<file path="src/rtl/config_pkg.sv">
// Shared types and defaults for the configuration word sequencer.
package config_pkg;

    // Session decode states.
    typedef enum logic [1:0] {
        StIdle     = 2'd0,
        StWaitSync = 2'd1,
        StHeader   = 2'd2,
        StData     = 2'd3
    } seqState_t;

    // Source grant encodings, one-hot per source.
    typedef enum logic [1:0] {
        GrantNone = 2'b00,
        GrantUart = 2'b01,
        GrantBus  = 2'b10
    } grant_t;

    localparam logic [31:0] DefaultSyncWord       = 32'hFAB0_FAB1;
    localparam int unsigned DefaultDesyncFlag     = 20;
    localparam int unsigned DefaultNumberOfRows   = 16;
    localparam int unsigned DefaultRowSelectWidth = 5;

    // A header carrying the desync flag closes the session instead of opening a frame.
    function automatic logic isDesyncHeader(input logic [31:0] word, input int unsigned flagBit);
        logic [4:0] idx;
        idx = flagBit[4:0];
        return word[idx];
    endfunction

endpackage

</file>
<file path="src/rtl/config_src_arbiter.sv">
// Picks one configuration source (UART has priority), holds it for the whole
// session and presents the granted source's word/strobe to the sequencer.
module config_src_arbiter
    import config_pkg::*;
(
    input  logic        CLK,
    input  logic        resetn,
    input  logic        idle,
    input  logic        uartActive,
    input  logic        uartStrobe,
    input  logic [31:0] uartData,
    input  logic        busActive,
    input  logic        busStrobe,
    input  logic [31:0] busData,
    output logic [1:0]  grant,
    output logic        grantNew,
    output logic        activeLost,
    output logic        wordValid,
    output logic [31:0] word
);

    grant_t grant_q, grant_d;

    // Grant decision: only issued from idle, then held until the owner drops Active.
    always_comb begin
        grant_d    = grant_q;
        activeLost = ((grant_q == GrantUart) && !uartActive) ||
                     ((grant_q == GrantBus)  && !busActive);
        grantNew   = idle && (uartActive || busActive);
        if (idle) begin
            if (uartActive) begin
                grant_d = GrantUart;
            end else if (busActive) begin
                grant_d = GrantBus;
            end else begin
                grant_d = GrantNone;
            end
        end else if (activeLost) begin
            grant_d = GrantNone;
        end
    end

    // Word mux: the ungranted source is invisible; nothing passes while ungranted.
    always_comb begin
        wordValid = 1'b0;
        word      = '0;
        unique case (grant_q)
            GrantUart: begin
                wordValid = uartStrobe;
                word      = uartData;
            end
            GrantBus: begin
                wordValid = busStrobe;
                word      = busData;
            end
            default: begin
                wordValid = 1'b0;
                word      = '0;
            end
        endcase
    end

    // Grant register.
    always_ff @(posedge CLK) begin
        if (!resetn) begin
            grant_q <= GrantNone;
        end else begin
            grant_q <= grant_d;
        end
    end

    assign grant = grant_q;

endmodule

</file>
<file path="src/rtl/config_word_sequencer.sv">
// Decodes configuration sessions (sync word, then header + row-data records)
// from the granted loader and drives the fabric frame-write interface.
module config_word_sequencer
    import config_pkg::*;
#(
    parameter int unsigned NumberOfRows   = DefaultNumberOfRows,
    parameter int unsigned RowSelectWidth = DefaultRowSelectWidth,
    parameter logic [31:0] SyncWord       = DefaultSyncWord,
    parameter int unsigned DesyncFlag     = DefaultDesyncFlag
) (
    input  logic                      CLK,
    input  logic                      resetn,
    input  logic [31:0]               uart_WriteData,
    input  logic                      uart_WriteStrobe,
    input  logic                      uart_ComActive,
    input  logic [31:0]               bus_WriteData,
    input  logic                      bus_WriteStrobe,
    input  logic                      bus_Active,
    output logic [31:0]               FrameAddressRegister,
    output logic [31:0]               FrameData,
    output logic [RowSelectWidth-1:0] RowSelect,
    output logic                      RowWrite,
    output logic                      FrameStrobe,
    output logic [1:0]                Grant,
    output logic                      Busy,
    output logic                      Error,
    output logic [15:0]               FrameCount
);

    localparam logic [RowSelectWidth-1:0] LastRowIdx = RowSelectWidth'(NumberOfRows - 1);

    seqState_t                 state_q, state_d;
    logic [RowSelectWidth-1:0] rowCnt_q, rowCnt_d;
    logic [RowSelectWidth-1:0] rowSelect_q, rowSelect_d;
    logic [31:0]               frameAddr_q, frameAddr_d;
    logic [31:0]               frameData_q, frameData_d;
    logic                      rowWrite_q, rowWrite_d;
    logic                      strobePend_q, strobePend_d;
    logic                      frameStrobe_q, frameStrobe_d;
    logic                      error_q, error_d;
    logic [15:0]               frameCount_q, frameCount_d;

    logic                      grantNew;
    logic                      activeLost;
    logic                      wordValid;
    logic [31:0]               word;
    logic                      lastWord;

    config_src_arbiter u_arbiter (
        .CLK        (CLK),
        .resetn     (resetn),
        .idle       (state_q == StIdle),
        .uartActive (uart_ComActive),
        .uartStrobe (uart_WriteStrobe),
        .uartData   (uart_WriteData),
        .busActive  (bus_Active),
        .busStrobe  (bus_WriteStrobe),
        .busData    (bus_WriteData),
        .grant      (Grant),
        .grantNew   (grantNew),
        .activeLost (activeLost),
        .wordValid  (wordValid),
        .word       (word)
    );

    // The final row word of a frame; it completes the frame even if Active drops with it.
    assign lastWord = (state_q == StData) && wordValid && (rowCnt_q == '0);

    // Next-state and datapath: one transition per accepted word, session loss overrides.
    always_comb begin
        state_d       = state_q;
        rowCnt_d      = rowCnt_q;
        rowSelect_d   = rowSelect_q;
        frameAddr_d   = frameAddr_q;
        frameData_d   = frameData_q;
        rowWrite_d    = 1'b0;
        strobePend_d  = 1'b0;
        // FrameStrobe trails the last RowWrite by one cycle so the two never overlap.
        frameStrobe_d = strobePend_q;
        frameCount_d  = strobePend_q ? frameCount_q + 16'd1 : frameCount_q;
        error_d       = error_q;

        unique case (state_q)
            StIdle: begin
                if (grantNew) begin
                    state_d = StWaitSync;
                end
            end
            StWaitSync: begin
                if (wordValid && (word == SyncWord)) begin
                    state_d = StHeader;
                    error_d = 1'b0;
                end
            end
            StHeader: begin
                if (wordValid) begin
                    if (isDesyncHeader(word, DesyncFlag)) begin
                        state_d = StWaitSync;
                    end else begin
                        frameAddr_d = word;
                        rowCnt_d    = LastRowIdx;
                        state_d     = StData;
                    end
                end
            end
            StData: begin
                if (wordValid) begin
                    frameData_d = word;
                    rowSelect_d = rowCnt_q;
                    rowWrite_d  = 1'b1;
                    if (rowCnt_q == '0) begin
                        strobePend_d = 1'b1;
                        state_d      = StHeader;
                    end else begin
                        rowCnt_d = rowCnt_q - 1'b1;
                    end
                end
            end
            default: begin
                state_d = StIdle;
            end
        endcase

        if ((state_q != StIdle) && activeLost) begin
            state_d = StIdle;
            if (!lastWord) begin
                // Partial frame is abandoned: discard this cycle's word entirely.
                rowCnt_d     = rowCnt_q;
                rowSelect_d  = rowSelect_q;
                frameAddr_d  = frameAddr_q;
                frameData_d  = frameData_q;
                rowWrite_d   = 1'b0;
                strobePend_d = 1'b0;
                error_d      = (state_q == StData) ? 1'b1 : error_q;
            end
        end
    end

    // State and output registers, synchronous active-low reset.
    always_ff @(posedge CLK) begin
        if (!resetn) begin
            state_q       <= StIdle;
            rowCnt_q      <= '0;
            rowSelect_q   <= '0;
            frameAddr_q   <= '0;
            frameData_q   <= '0;
            rowWrite_q    <= 1'b0;
            strobePend_q  <= 1'b0;
            frameStrobe_q <= 1'b0;
            error_q       <= 1'b0;
            frameCount_q  <= '0;
        end else begin
            state_q       <= state_d;
            rowCnt_q      <= rowCnt_d;
            rowSelect_q   <= rowSelect_d;
            frameAddr_q   <= frameAddr_d;
            frameData_q   <= frameData_d;
            rowWrite_q    <= rowWrite_d;
            strobePend_q  <= strobePend_d;
            frameStrobe_q <= frameStrobe_d;
            error_q       <= error_d;
            frameCount_q  <= frameCount_d;
        end
    end

    assign FrameAddressRegister = frameAddr_q;
    assign FrameData            = frameData_q;
    assign RowSelect            = rowSelect_q;
    assign RowWrite             = rowWrite_q;
    assign FrameStrobe          = frameStrobe_q;
    assign Busy                 = (state_q != StIdle);
    assign Error                = error_q;
    assign FrameCount           = frameCount_q;

    // Row writes and frame strobes must never coincide.
    always_ff @(posedge CLK) begin
        if (resetn) begin
            assert (!(rowWrite_q && frameStrobe_q));
        end
    end

endmodule
</file>
<file path="config.mk">
export PLATFORM = sky130hd
export DESIGN_NAME = config_word_sequencer
export DESIGN_NICKNAME = d
export VERILOG_FILES = /design/src/rtl/config_pkg.sv /design/src/rtl/config_src_arbiter.sv /design/src/rtl/config_word_sequencer.sv
export SDC_FILE = /design/constraint.sdc
export NUM_CORES = 1
export LEC_CHECK = 0
export ABC_AREA = 0
export BUFFER_PORTS_ARGS = -buffer_cell sky130_fd_sc_hd__buf_2
export CAP_MARGIN = 10
export CORE_UTILIZATION = 36
export CTS_BUF_LIST = sky130_fd_sc_hd__clkbuf_16
export CTS_CLUSTER_DIAMETER = 150
export CTS_CLUSTER_SIZE = 30
export DETAILED_ROUTE_END_ITERATION = 10
export PLACE_DENSITY = 0.63
export SLEW_MARGIN = 10
export SYNTH_ARGS = -nofsm -noshare
export SYNTH_HDL_FRONTEND = slang
export SYNTH_SLANG_ARGS = --single-unit
</file>
<file path="constraint.sdc">
create_clock -name CLK -period 4.9 [get_ports CLK]
set_clock_uncertainty 0.1 [all_clocks]
set_input_delay 0.245 -clock CLK [delete_from_list [all_inputs] [get_ports CLK]]
set_output_delay 0.245 -clock CLK [all_outputs]
set_load 0.05 [all_outputs]
</file>
==> results.md <==
- Outcome: complete, no violations
- Post-Route WL: 13900 um
- # nets final: 796
- Crit end category: flip-flop
- Root Buffer Master: clkbuf_16
- CTS Hold Bufs: 0
- TritonCTS clock tree: yes
- Max-cap violations: 0
- Synth cell types: 54
- Kind of critical path: reg -> reg
- Mapped cell area: 4510 um2
- Part of the cycle the worst path needs: 0.707
- Gpl congestion: 0.820
- Post-route ant nets: 0
- Max Root-Sink Buffers: 2
- RSZ-0062 raised after global routing: false
- Top post-synthesis cells by area: dfxtp_1, nand2_1, a21oi_1
- DRC: 0
- Post-synth top cells: nand2_1, dfxtp_1, a21oi_1
- Std cell rows: 40
- Main synth FF type: dfxtp_1
- Ports: 161
- Initial antenna violation count: 0
- PortBufs: 159
- Most numerous cell in the Yosys netlist: nand2_1
- XOR/XNOR share of the synthesized area: 0.0291
- TritonCTS Buffers: 9
- Synth Area in Adders: 0.0139
- Hold path depth: 2
- Synth top area share: 0.430
- Layout cells sized above 1: 0.258
- Synthesized netlist cell count: 589
- Number of synthesized flops with an enable pin: 0
- PD cells: 330 nW/um2
- Synthesized Nets: 664
- # Post-CTS Setup Buffers: 0
- First-iteration detailed-routing DRC count: 385
- Antenna diodes: 0
- Synth area leader: dfxtp_1
- FF-to-FF path depth: 6
- CP Launch Type: flip-flop
- Yosys warns: 0
- Area grow syn2layout: 25.1%
- Sequential Area: 1940 um2
- Die height: 114 um
- Period minus WS final: 3.47 ns
- CTS resizes: 0
- GRT Overall Usage: 0.214
- VDD IR max: 0.000201 V
- Complex-gate fraction of the synthesized area: 0.201
- HP Class: in -> reg
- # H-tree levels: 3
- Dpl cell area: 5340 um2
- Lkg Pwr: 2.28 nW
- Insertion delay to the later sink of the worst-skew pair: 0.34 ns
- CORE AREA: 12100 um2
- Synth Register Bits: 97
- Vias/cell: 5.22
- Die area: 13000 um2
- Syn avg cell area: 7.66 um2
- Slew HR: 0.177
- Width of the die: 114 um
- Largest net degree at the start of global routing: 59
- Final slew viol count: 0
- Synth Area in Simple Gates: 0.261
- Initial Util: 0.373
- Worst-path clk slew: 0.07 ns
- Vias in the first global route: 4214
- Final Hold Vio Count: 0
- F_max: 288 MHz
- Hpwl dp: 10100 um
- Fillers: 1231
- Final setup fails: 0
- First-pass GRT wire length: 21700 um
- Largest family of logic cells by synthesized area: simple AND/OR/NAND/NOR gates
- Multi-input gate area: 2320 um2
- Total Power: 0.00186 W
- Grt total ovfl: 0
- DRT Pass-1 Iters: 5
- Crit path required time: 5.06 ns
- Vias: 4665
- Crit-path max FO: 58
- Mux cell area share after synthesis: 0.00444
- Worst Max-Slew Pin Slew: 1.23 ns
- Design Area, Final: 5650 um2
- CTS sink cnt: 97
- Worst Path Arrival: 3.63 ns
- TNS Setup: 0 ns
- WL per Instance: 15.6 um
- Asr flop ratio synth: 0
- Seq/Total Area, Yosys: 0.430
==> layout make-up <==
| class | instances | area share |
|---|---|---|
| Sequential cell | 97 | 0.344 |
| Inverter | 11 | 0.00731 |
| Multi-Input combinational cell | 439 | 0.410 |
| Clock inverter | 6 | 0.0148 |
| Timing Repair Buffer | 163 | 0.146 |
| Tap cell | 168 | 0.0372 |
| Clock buffer | 9 | 0.0399 |
==> report_power, final <==
group          total [W]  leakage [nW]  switching, W  internal [W]
clock network   0.000740         0.156      0.000296      0.000444
logic           0.000308          1.35      0.000216     0.0000922
registers       0.000815         0.781     0.0000198      0.000795
total            0.00186          2.28      0.000532       0.00133
==> cell usage in the layout (no fill, tap or decap), drive strengths merged, types with 3 or more instances in the layout <==
cell type,instances
buf,163
nand3,15
a22oi,25
or3,3
xnor2,3
a31oi,5
inv,13
a21oi,89
dfxtp,97
and2,3
nor2,46
ha,5
and3,4
o211ai,6
nand2,166
o21ai,4
nand4,13
clkbuf,9
xor2,12
o41ai,3
nor3,4
a22o,3
==> worst paths after layout <==
kind / slack (ns) / startpoint / end
worst max register to register: 1.43 / u_arbiter.grant[1] / FrameAddressRegister[19]
worst min-delay path: 0.14 / resetn / rowCnt_q[1]
worst min register to register: 0.35 / FrameData[18] / FrameData[18]
worst max-delay path: 1.43 / u_arbiter.grant[1] / FrameAddressRegister[19]
==> metrics by stage <==
step	setup WS [ns]	utilization	instances	hold WS (ns)
final	1.43	0.466	893	0.140
after global routing	1.07	0.466	893	0.147
after CTS	1.43	0.466	893	0.124
after detailed placement	1.45	0.441	878	0.345
after global placement	1.62	0.441	878	0.341
after floorplan	2.40	-	589	0.358
==> worst max-delay path: stages, from the launching register on <==
cell and delay, ns:
dfxtp_1 0.38, inv_1 0.06, ha_2 0.47, a22oi_1 0.94, and4_1 1.11, nand2_1 0.13, a21oi_1 0.18
==> routing by layer <==
| layer | vias to the layer above | routed length (um) | GRT usage | share of wire |
|---|---|---|---|---|
| li1 | 2285 | - | - | - |
| met2 | 204 | 6460 | 0.356 | 0.46 |
| met3 | 10 | 1140 | 0.0436 | 0.082 |
| met4 | 0 | 175 | 0.0545 | 0.013 |
| met5 | - | 0 | 0 | 0 |
| met1 | 2166 | 6150 | 0.283 | 0.44 |
==> state kept, by name (all words and copies together) (netlist names) <==
signal,count
RowSelect,5
FrameAddressRegister,31
FrameData,32
FrameStrobe,1
RowWrite,1
frameStrobe_d,1
Error,1
FrameCount,16
rowCnt_q,5
u_arbiter.grant,2
state_q,2
==> kinds of logic (layout without fill, tap and decap cells) <==
group                      count (synthesis)  count (layout)
AOI/OAI and AO/OA                        147             147
xor gates and xnor gates                  15              15
adders and majority gates                  5               5
buffers and inverters                     53             189
DFF                                       97              97
muxes                                      2               2
other                                      1               1
and+or+nand+nor                          269             269
(Power assumes the default switching activity.)
